## src/rtl/input_port_buffer_if.sv

```systemverilog
// Router input-port bundle: upstream flit handshake, route-computation loop,
// switch-arbiter request/grant, and the departing-flit bus.
interface input_port_buffer_if #(
    parameter int unsigned address_length = 16,
    parameter int unsigned data_length    = 32
);
    logic                      in_valid;
    logic                      in_ready;
    logic [address_length-1:0] in_address;
    logic [data_length-1:0]    in_data;
    logic [address_length-1:0] head_address;
    logic [address_length-1:0] next_address;
    logic [4:0]                request_vector;
    logic [4:0]                req;
    logic [4:0]                grant;
    logic                      out_valid;
    logic [address_length-1:0] out_address;
    logic [data_length-1:0]    out_data;

    // Environment side: upstream router, route computation and arbiters.
    modport master (
        output in_valid, in_address, in_data, next_address, request_vector, grant,
        input  in_ready, head_address, req, out_valid, out_address, out_data
    );

    // Buffer side.
    modport slave (
        input  in_valid, in_address, in_data, next_address, request_vector, grant,
        output in_ready, head_address, req, out_valid, out_address, out_data
    );
endinterface

```

## src/rtl/input_port_buffer.sv

```systemverilog
// Router input stage: buffers flits, latches the XY route decision for the head
// flit, holds the request to the switch arbiters until granted, then emits the flit.
module input_port_buffer #(
    parameter int unsigned address_length   = 16,
    parameter int unsigned x_address_length = 8,
    parameter int unsigned y_address_length = 8,
    parameter int unsigned data_length      = 32,
    parameter int unsigned fifo_depth       = 4,
    parameter int unsigned ptr_width        = 2
) (
    input  logic                 clk,
    input  logic                 rst_n,
    input_port_buffer_if.slave   bus
);
    localparam int unsigned count_width = ptr_width + 1;

    if (fifo_depth != (1 << ptr_width) || fifo_depth < 2) begin : g_bad_depth
        $error("fifo_depth must be a power of two >= 2 equal to 2**ptr_width");
    end
    if (x_address_length + y_address_length != address_length) begin : g_bad_addr
        $error("x/y address widths must sum to address_length");
    end

    typedef struct packed {
        logic [data_length-1:0]    data;
        logic [address_length-1:0] address;
    } flit_t;

    typedef enum logic {
        st_idle,
        st_wait
    } state_t;

    flit_t                     mem [fifo_depth];
    logic [ptr_width-1:0]      rd_ptr;
    logic [ptr_width-1:0]      wr_ptr;
    logic [count_width-1:0]    count;
    logic [4:0]                req_q;
    logic [address_length-1:0] nxt_q;
    state_t                    state;
    state_t                    state_next;

    logic full_c;
    logic empty_c;
    logic push_c;
    logic latch_c;
    logic pop_c;

    assign full_c           = (count == count_width'(fifo_depth));
    assign empty_c          = (count == '0);
    assign push_c           = bus.in_valid && !full_c;
    assign bus.in_ready     = !full_c;
    assign bus.head_address = mem[rd_ptr].address;
    assign bus.req          = req_q;

    // State register.
    always_ff @(posedge clk or negedge rst_n) begin
        if (!rst_n) begin
            state <= st_idle;
        end else begin
            state <= state_next;
        end
    end

    // Next-state logic.
    always_comb begin
        state_next = state;
        case (state)
            st_idle: if (!empty_c) state_next = st_wait;
            st_wait: if (|(bus.grant & req_q)) state_next = st_idle;
            default: state_next = st_idle;
        endcase
    end

    // FSM controls: latch the route in IDLE, pop on a grant matching the held request.
    always_comb begin
        latch_c = 1'b0;
        pop_c   = 1'b0;
        case (state)
            st_idle: latch_c = !empty_c;
            st_wait: pop_c   = |(bus.grant & req_q);
            default: ;
        endcase
    end

    // Flit storage needs no reset; occupancy is tracked by count.
    always_ff @(posedge clk) begin
        if (push_c) begin
            mem[wr_ptr] <= '{data: bus.in_data, address: bus.in_address};
        end
    end

    always_ff @(posedge clk or negedge rst_n) begin
        if (!rst_n) begin
            wr_ptr <= '0;
            rd_ptr <= '0;
            count  <= '0;
        end else begin
            if (push_c) wr_ptr <= wr_ptr + ptr_width'(1);
            if (pop_c)  rd_ptr <= rd_ptr + ptr_width'(1);
            case ({push_c, pop_c})
                2'b10:   count <= count + count_width'(1);
                2'b01:   count <= count - count_width'(1);
                default: count <= count;
            endcase
        end
    end

    // req_q is zero whenever the FSM is idle, so it drives the arbiters directly.
    always_ff @(posedge clk or negedge rst_n) begin
        if (!rst_n) begin
            req_q <= '0;
            nxt_q <= '0;
        end else if (latch_c) begin
            req_q <= bus.request_vector;
            nxt_q <= bus.next_address;
        end else if (pop_c) begin
            req_q <= '0;
        end
    end

    always_ff @(posedge clk or negedge rst_n) begin
        if (!rst_n) begin
            bus.out_valid   <= 1'b0;
            bus.out_address <= '0;
            bus.out_data    <= '0;
        end else begin
            bus.out_valid <= pop_c;
            if (pop_c) begin
                bus.out_address <= nxt_q;
                bus.out_data    <= mem[rd_ptr].data;
            end
        end
    end
endmodule
```

## src/flat_wrapper.sv

```systemverilog
// flat-port wrapper written by rule: the top's interface ports become plain ports
module input_port_buffer_flat 
#(
    parameter int unsigned address_length   = 16,
    parameter int unsigned x_address_length = 8,
    parameter int unsigned y_address_length = 8,
    parameter int unsigned data_length      = 32,
    parameter int unsigned fifo_depth       = 4,
    parameter int unsigned ptr_width        = 2
)
  (clk, rst_n, bus_in_valid, bus_in_address, bus_in_data, bus_next_address, bus_request_vector, bus_grant, bus_in_ready, bus_head_address, bus_req, bus_out_valid, bus_out_address, bus_out_data);
  input_port_buffer_if #(.address_length(address_length), .data_length(data_length)) bus_i ();
  input  logic clk;
  input  logic rst_n;
  input wire logic [$bits(bus_i.in_valid)-1:0] bus_in_valid;
  input wire logic [$bits(bus_i.in_address)-1:0] bus_in_address;
  input wire logic [$bits(bus_i.in_data)-1:0] bus_in_data;
  input wire logic [$bits(bus_i.next_address)-1:0] bus_next_address;
  input wire logic [$bits(bus_i.request_vector)-1:0] bus_request_vector;
  input wire logic [$bits(bus_i.grant)-1:0] bus_grant;
  output wire logic [$bits(bus_i.in_ready)-1:0] bus_in_ready;
  output wire logic [$bits(bus_i.head_address)-1:0] bus_head_address;
  output wire logic [$bits(bus_i.req)-1:0] bus_req;
  output wire logic [$bits(bus_i.out_valid)-1:0] bus_out_valid;
  output wire logic [$bits(bus_i.out_address)-1:0] bus_out_address;
  output wire logic [$bits(bus_i.out_data)-1:0] bus_out_data;
  assign bus_i.in_valid = bus_in_valid;
  assign bus_i.in_address = bus_in_address;
  assign bus_i.in_data = bus_in_data;
  assign bus_i.next_address = bus_next_address;
  assign bus_i.request_vector = bus_request_vector;
  assign bus_i.grant = bus_grant;
  assign bus_in_ready = bus_i.in_ready;
  assign bus_head_address = bus_i.head_address;
  assign bus_req = bus_i.req;
  assign bus_out_valid = bus_i.out_valid;
  assign bus_out_address = bus_i.out_address;
  assign bus_out_data = bus_i.out_data;
  input_port_buffer #(.address_length(address_length), .x_address_length(x_address_length), .y_address_length(y_address_length), .data_length(data_length), .fifo_depth(fifo_depth), .ptr_width(ptr_width)) u_core (.clk(clk), .rst_n(rst_n), .bus(bus_i));
endmodule
```

## config.mk

```make
export PLATFORM = sky130hd
export DESIGN_NAME = input_port_buffer_flat
export DESIGN_NICKNAME = d
export VERILOG_FILES = /design/src/rtl/input_port_buffer_if.sv /design/src/rtl/input_port_buffer.sv /design/src/flat_wrapper.sv
export SDC_FILE = /design/constraint.sdc
export NUM_CORES = 1
export LEC_CHECK = 0
export ABC_AREA = 0
export CORE_MARGIN = 3
export CORE_UTILIZATION = 40
export DETAILED_ROUTE_END_ITERATION = 10
export GPL_TIMING_DRIVEN = 0
export SLEW_MARGIN = 15
export SYNTH_ARGS = -nofsm -noshare
export SYNTH_HDL_FRONTEND = slang
export SYNTH_SLANG_ARGS = --single-unit
```

## constraint.sdc

```tcl
create_clock -name clk -period 3.05 [get_ports clk]
set_input_delay 0.915 -clock clk [delete_from_list [all_inputs] [get_ports clk]]
set_output_delay 0.915 -clock clk [all_outputs]
set_load 0.02 [all_outputs]
```

# Yosys cells after proc, flatten, opt, wreduce, memory -nomap -nowiden
# Memories as Yosys holds them, arrays and structs flattened.
# Cells that the tools add are included.
[classes] n_bitwise=2 muxes=10 addsub=4 eq_ne=3 reduce_logical=7
[ops] operator="$mux 5" n=2
[ops] operator="$mux 1" n=6
[ops] operator="$pmux 3 s2" n=1
[ops] operator="$and 5x5->5" n=1
[ops] operator="$reduce_or 5->1" n=1
[ops] operator="$add 2x1->2 const B" n=2
[ops] operator="$reduce_bool 2->1" n=2
[ops] operator="$add 3x1->3 const B" n=1
[ops] operator="$eq 3x3->1 const B" n=1
[ops] operator="$logic_not 3->1" n=1
[ops] operator="$sub 3x1->3 const B" n=1
[ops] operator="$eq 2x1->1 const B" n=1
[ops] operator="$eq 2x2->1 const B" n=1
[ops] operator="$logic_not 1->1" n=2
[ops] operator="$pmux 1 s2" n=1
[ops] operator="$logic_and 1x1->1" n=1
[ops] operator="$not 1->1" n=1
[word_totals] input_bits=77 out_inout_bits=71 mem_bits_rw=192 ff_bits=78 elab_cells=36 memories=1
[mem_list] memory="u_core.mem" depth=4 width=48 rd=1 rd_ports_with_merged_regs=0 wr=1 line_no="input_port_buffer.sv:34" rtl="flit_t mem [fifo_depth];"

# Longest topological paths before layout
[depth] depth_word=5 mapped_depth=10 mapped_depth_nobuf=9

# Worst setup path after synthesis
# OpenSTA, ideal clock, no wires.
[synth_path] path_type="input port to flip-flop" startpoint="in bus_grant[0]" endpoint="reg u_core.count[2]" required_ps=2925 path_buffers=2 setup_ps=125 path_slack_ps=418 arrival_time_ps=2507 cell_stages=10 path_cell_list="a222oi_1 > a21oi_1 > buf_4 > buf_6 > ha_1 > inv_1 > fa_1 > xor2_1 > nor2_1 > xor2_1"
[synth_via] elab_chain_len=5 elab_cells_between_ends=7 cone_classes="2 x eq/ne; 2 x mux; 1 x bitwise; 2 x reduce/logical"
[synth_lines] element="from (decl)" line_no="flat_wrapper.sv:20" rtl="input wire logic [$bits(bus_i.grant)-1:0] bus_grant;"
[synth_lines] element="$and 5x5->5 *" line_no="input_port_buffer.sv:81" rtl="st_wait: pop_c = |(bus.grant & req_q);"
[synth_lines] element="$reduce_or 5->1 *" line_no="input_port_buffer.sv:81"
[synth_lines] element="$mux 1 *" line_no="input_port_buffer.sv:79" rtl="case (state)"
[synth_lines] element="via u_core.pop_c" line_no="input_port_buffer.sv:47" rtl="logic pop_c;"
[synth_lines] element="$eq 2x1->1 or $eq 2x2->1 (tied branches)" line_no="input_port_buffer.sv:101" rtl="case ({push_c, pop_c})"
[synth_lines] element="$pmux 3 s2 or $reduce_bool 2->1 (tied branches)"
[synth_lines] element="to (signal assigned)" line_no="input_port_buffer.sv:102" rtl="2'b10: count <= count + count_width'(1);"
[synth_lines] element="to (signal assigned)" line_no="input_port_buffer.sv:103" rtl="2'b01: count <= count - count_width'(1);"
[synth_lines] element="to (signal assigned)" line_no="input_port_buffer.sv:104" rtl="default: count <= count;"
[synth_lines] element="to (decl)" line_no="input_port_buffer.sv:37" rtl="logic [count_width-1:0] count;"
# The timed path passes the listed nets; every way through them passes the cells marked *.
# A chain may end at the register's enable or synchronous reset.

# Worst setup path after layout
[layout_path] startpoint="reg u_core.count[0]" endpoint="out bus_in_ready"
[layout_via] elab_chain_len=2
[layout_lines] element="$eq 3x3->1" line_no="input_port_buffer.sv:49" rtl="assign full_c = (count == count_width'(fifo_depth));"
[layout_lines] element="$logic_not 1->1" line_no="input_port_buffer.sv:52" rtl="assign bus.in_ready = !full_c;"
[layout_lines] element="to (decl)" line_no="flat_wrapper.sv:21" rtl="output wire logic [$bits(bus_i.in_ready)-1:0] bus_in_ready;"
# Every way passes these cells.

==> metrics.cfg <==
[min_path]
min_path_type=in -> async

[sta]
finalHoldViolations=0
fin_crit_sh_pct=97.0
hold_ws_ns=0.369
worst_slack_ns=0.0925
setup_viol=0
fin_skew_ns=0.00922
fin_crit_ns=2.96
maxSlewViolCount=0
rsz0062_at_grt=false
worst_pin_slew_ns=0.755
timing.fmax_mhz=338
setup_tns_ns=0
maxSlewHeadroom_pct=49.7

[critical_path]
r2r_slack_ns=0.63
required_ns=2.13
r2r-end=u_core.count[2]$_DFFE_PN0P_
crit_path_start=u_core.count[0]$_DFFE_PN0P_
worstSetupPathType=reg -> out
crit_fanout=6
worstPathArrival_ns=2.04
end_kind=output port
r2r_start=u_core.count[0]$_DFFE_PN0P_
rr_worst_depth=9
start_kind=flip-flop

[power]
intPower_w=0.00975
combPwrFrac_pct=37.4
cellPowerDensity_nw_per_um2=1070
power.leakage_nw=4.69
p_clk_share_pct=23.2
p_sw_share_pct=30.1
pwr-share-seq_pct=39.4
max-vdd-ir-drop_mv=0.549
p_sw_w=0.00420

[logic_synthesis]
ys_seq_elements=270
synth_enable_flop_cells=192
seq_area_frac_synth_pct=76.3
synth_nets=530
ys_async_sr_fraction_pct=28.9
synth_cell_types=27
ys.flop_type=edfxtp_1
syn_area_sq_um=10100
synth_area_per_cell_sq_um=22.6
synth_cells=447
yosys_warnings=0

[global_routing]
grt_pass1_vias=5348
grt_max_degree=44
grt_overflow=0
track_usage_pct=14.6
grt_first_pass_wirelength_um=30400
antenna_found_initial=0

[final_layout]
area_delta_synth_final_pct=28.7
antenna_cells=0
final_common_cell=edfxtp_1
drive_gt1_share_pct=28.9
layout_common_cells=edfxtp_1 (192), clkdlybuf4s50_1 (130), dfrtp_1 (77), mux4_2 (48), mux2_2 (33)
final_nets=712
fin_util_pct=52.9
fin_area_sq_um=13000

[die]
fp.coreArea_sq_um=24600
die_width_um=165
die_y_um=165
io_pins=148
rows=57
dieArea_sq_um=27200
initial_core_util_pct=41.1

[placed_design]
place_area_sq_um=12100
gp_congestion=0.747
io_buffers=147
dp_slack_ns=-0.365
place.detailed.hpwl_um=12700

[clocking]
cts_sinks=270
clockRootBuffer=clkbuf_16
clk_pin_slew_ns=0.06
insertion_delay_ns=0.52
cts-htree-levels=1
cts_max_path_buffers=3
numCtsBuffers=28
cts_tree=yes

[drt]
drc_errors=0
viasPerCell=5.01
post_drt_wl_per_cell_um=20.3
first_pass_iters=4
ant_nets=0
wl_um=19800
drt_iter0_markers=253
num_vias=4882

[run]
max-cap-violations=0

[status]
status=completed

-- metrics by stage --
stage / power [W] / std cells
floorplan: 0.00886 / 447
global placement: 0.0108 / 918
detailed placement: 0.0110 / 923
CTS: 0.0142 / 975
global route: 0.0147 / 975
finish: 0.0140 / 975
-- power by group through the flow --
stage	combinational [W]	clock, W	sequential, W
after floorplan	0.00295	0	0.00591
after global placement	0.00520	0	0.00556
after detailed placement	0.00538	0	0.00557
after CTS	0.00537	0.00334	0.00551
after global routing	0.00561	0.00350	0.00560
final	0.00522	0.00324	0.00550
-- registers in the layout, summed over array words and instances, names as in the netlist --
| register | flops |
|---|---|
| u_core.bus.req | 5 |
| u_core.state | 1 |
| u_core.bus.out_data | 32 |
| u_core.nxt_q | 16 |
| u_core.count | 3 |
| u_core.bus.out_valid | 1 |
| u_core.rd_ptr | 2 |
| u_core.wr_ptr | 2 |
| u_core.mem | 192 |
| u_core.bus.out_address | 16 |
-- cell usage after synthesis, types with 2 or more instances --
cell type	n	share of area, %
ha_1	5	0.62
a21oi_1	2	0.099
buf_4	3	0.22
buf_2	6	0.30
xor2_1	3	0.26
nor2_1	2	0.074
mux4_2	48	11
buf_6	5	0.56
o21ai_0	5	0.25
edfxtp_1	192	57
mux2_4	32	4.8
and3_1	4	0.25
inv_1	8	0.30
o2bb2ai_1	5	0.43
xnor2_1	3	0.26
clkbuf_1	4	0.15
dfrtp_1	78	19
mux2_2	33	3.7
-- routing by layer --
metal  part of all wire, %  track usage, %  wire length (um)
met1                    42            19.6              8400
met2                    49            24.5              9750
met3                   6.4            3.44              1280
met4                   2.1            3.39               414
met5                     0               0                 0
-- cell families (layout without fill, tap and decap cells) --
| logic type | Yosys count | after routing | share of synthesized area (%) |
|---|---|---|---|
| AO/OA/AOI/OAI | 15 | 15 | 1.03 |
| XOR/XNOR | 6 | 6 | 0.520 |
| adder cells (fa/ha/maj) | 6 | 6 | 0.817 |
| buffers and inverters | 27 | 231 | 1.56 |
| flip-flops | 270 | 270 | 76.3 |
| multiplexers | 114 | 114 | 19.2 |
| AND/OR/NAND/NOR | 9 | 9 | 0.520 |
-- critical path: stages, from the launching register on --
cell and delay [ns]:
dfrtp_1 0.42, or3b_1 0.48, clkdlybuf4s50_1 0.62
-- timing repair --
action	4_1_cts	5_1_grt
buffers inserted	1	0
endpoints found under the hold margin	0	0
setup endpoints to repair	16	7
pin swaps	0	0
cloned	0	0
hold buffers	0	0
gates resized for setup	35	9
-- cell type report --
type / instances / area [sq um]
Timing Repair Buffer: 153 / 1550
Clock buffer: 42 / 825
Sequential cell: 270 / 7720
Tap cell: 324 / 405
Buffer: 18 / 155
Inverter: 8 / 30.0
Multi-Input combinational cell: 150 / 2250
Fill cell: 1933 / 11600
Clock inverter: 10 / 70.1
-- worst max-delay path by stage --
stage	end	slack [ns]	depth (start not counted)
final	bus_in_ready	0.09	2
after global routing	bus_head_address[9]	0.005	4
after CTS	bus_head_address[11]	0.007	4
after detailed placement	u_core.count[2]$_DFFE_PN0P_	-0.36	11
after global placement	u_core.bus.out_data[20]$_DFFE_PN0P_	-1.96	1
after floorplan	u_core.count[2]$_DFFE_PN0P_	0.42	10
(Power assumes the default switching activity.)
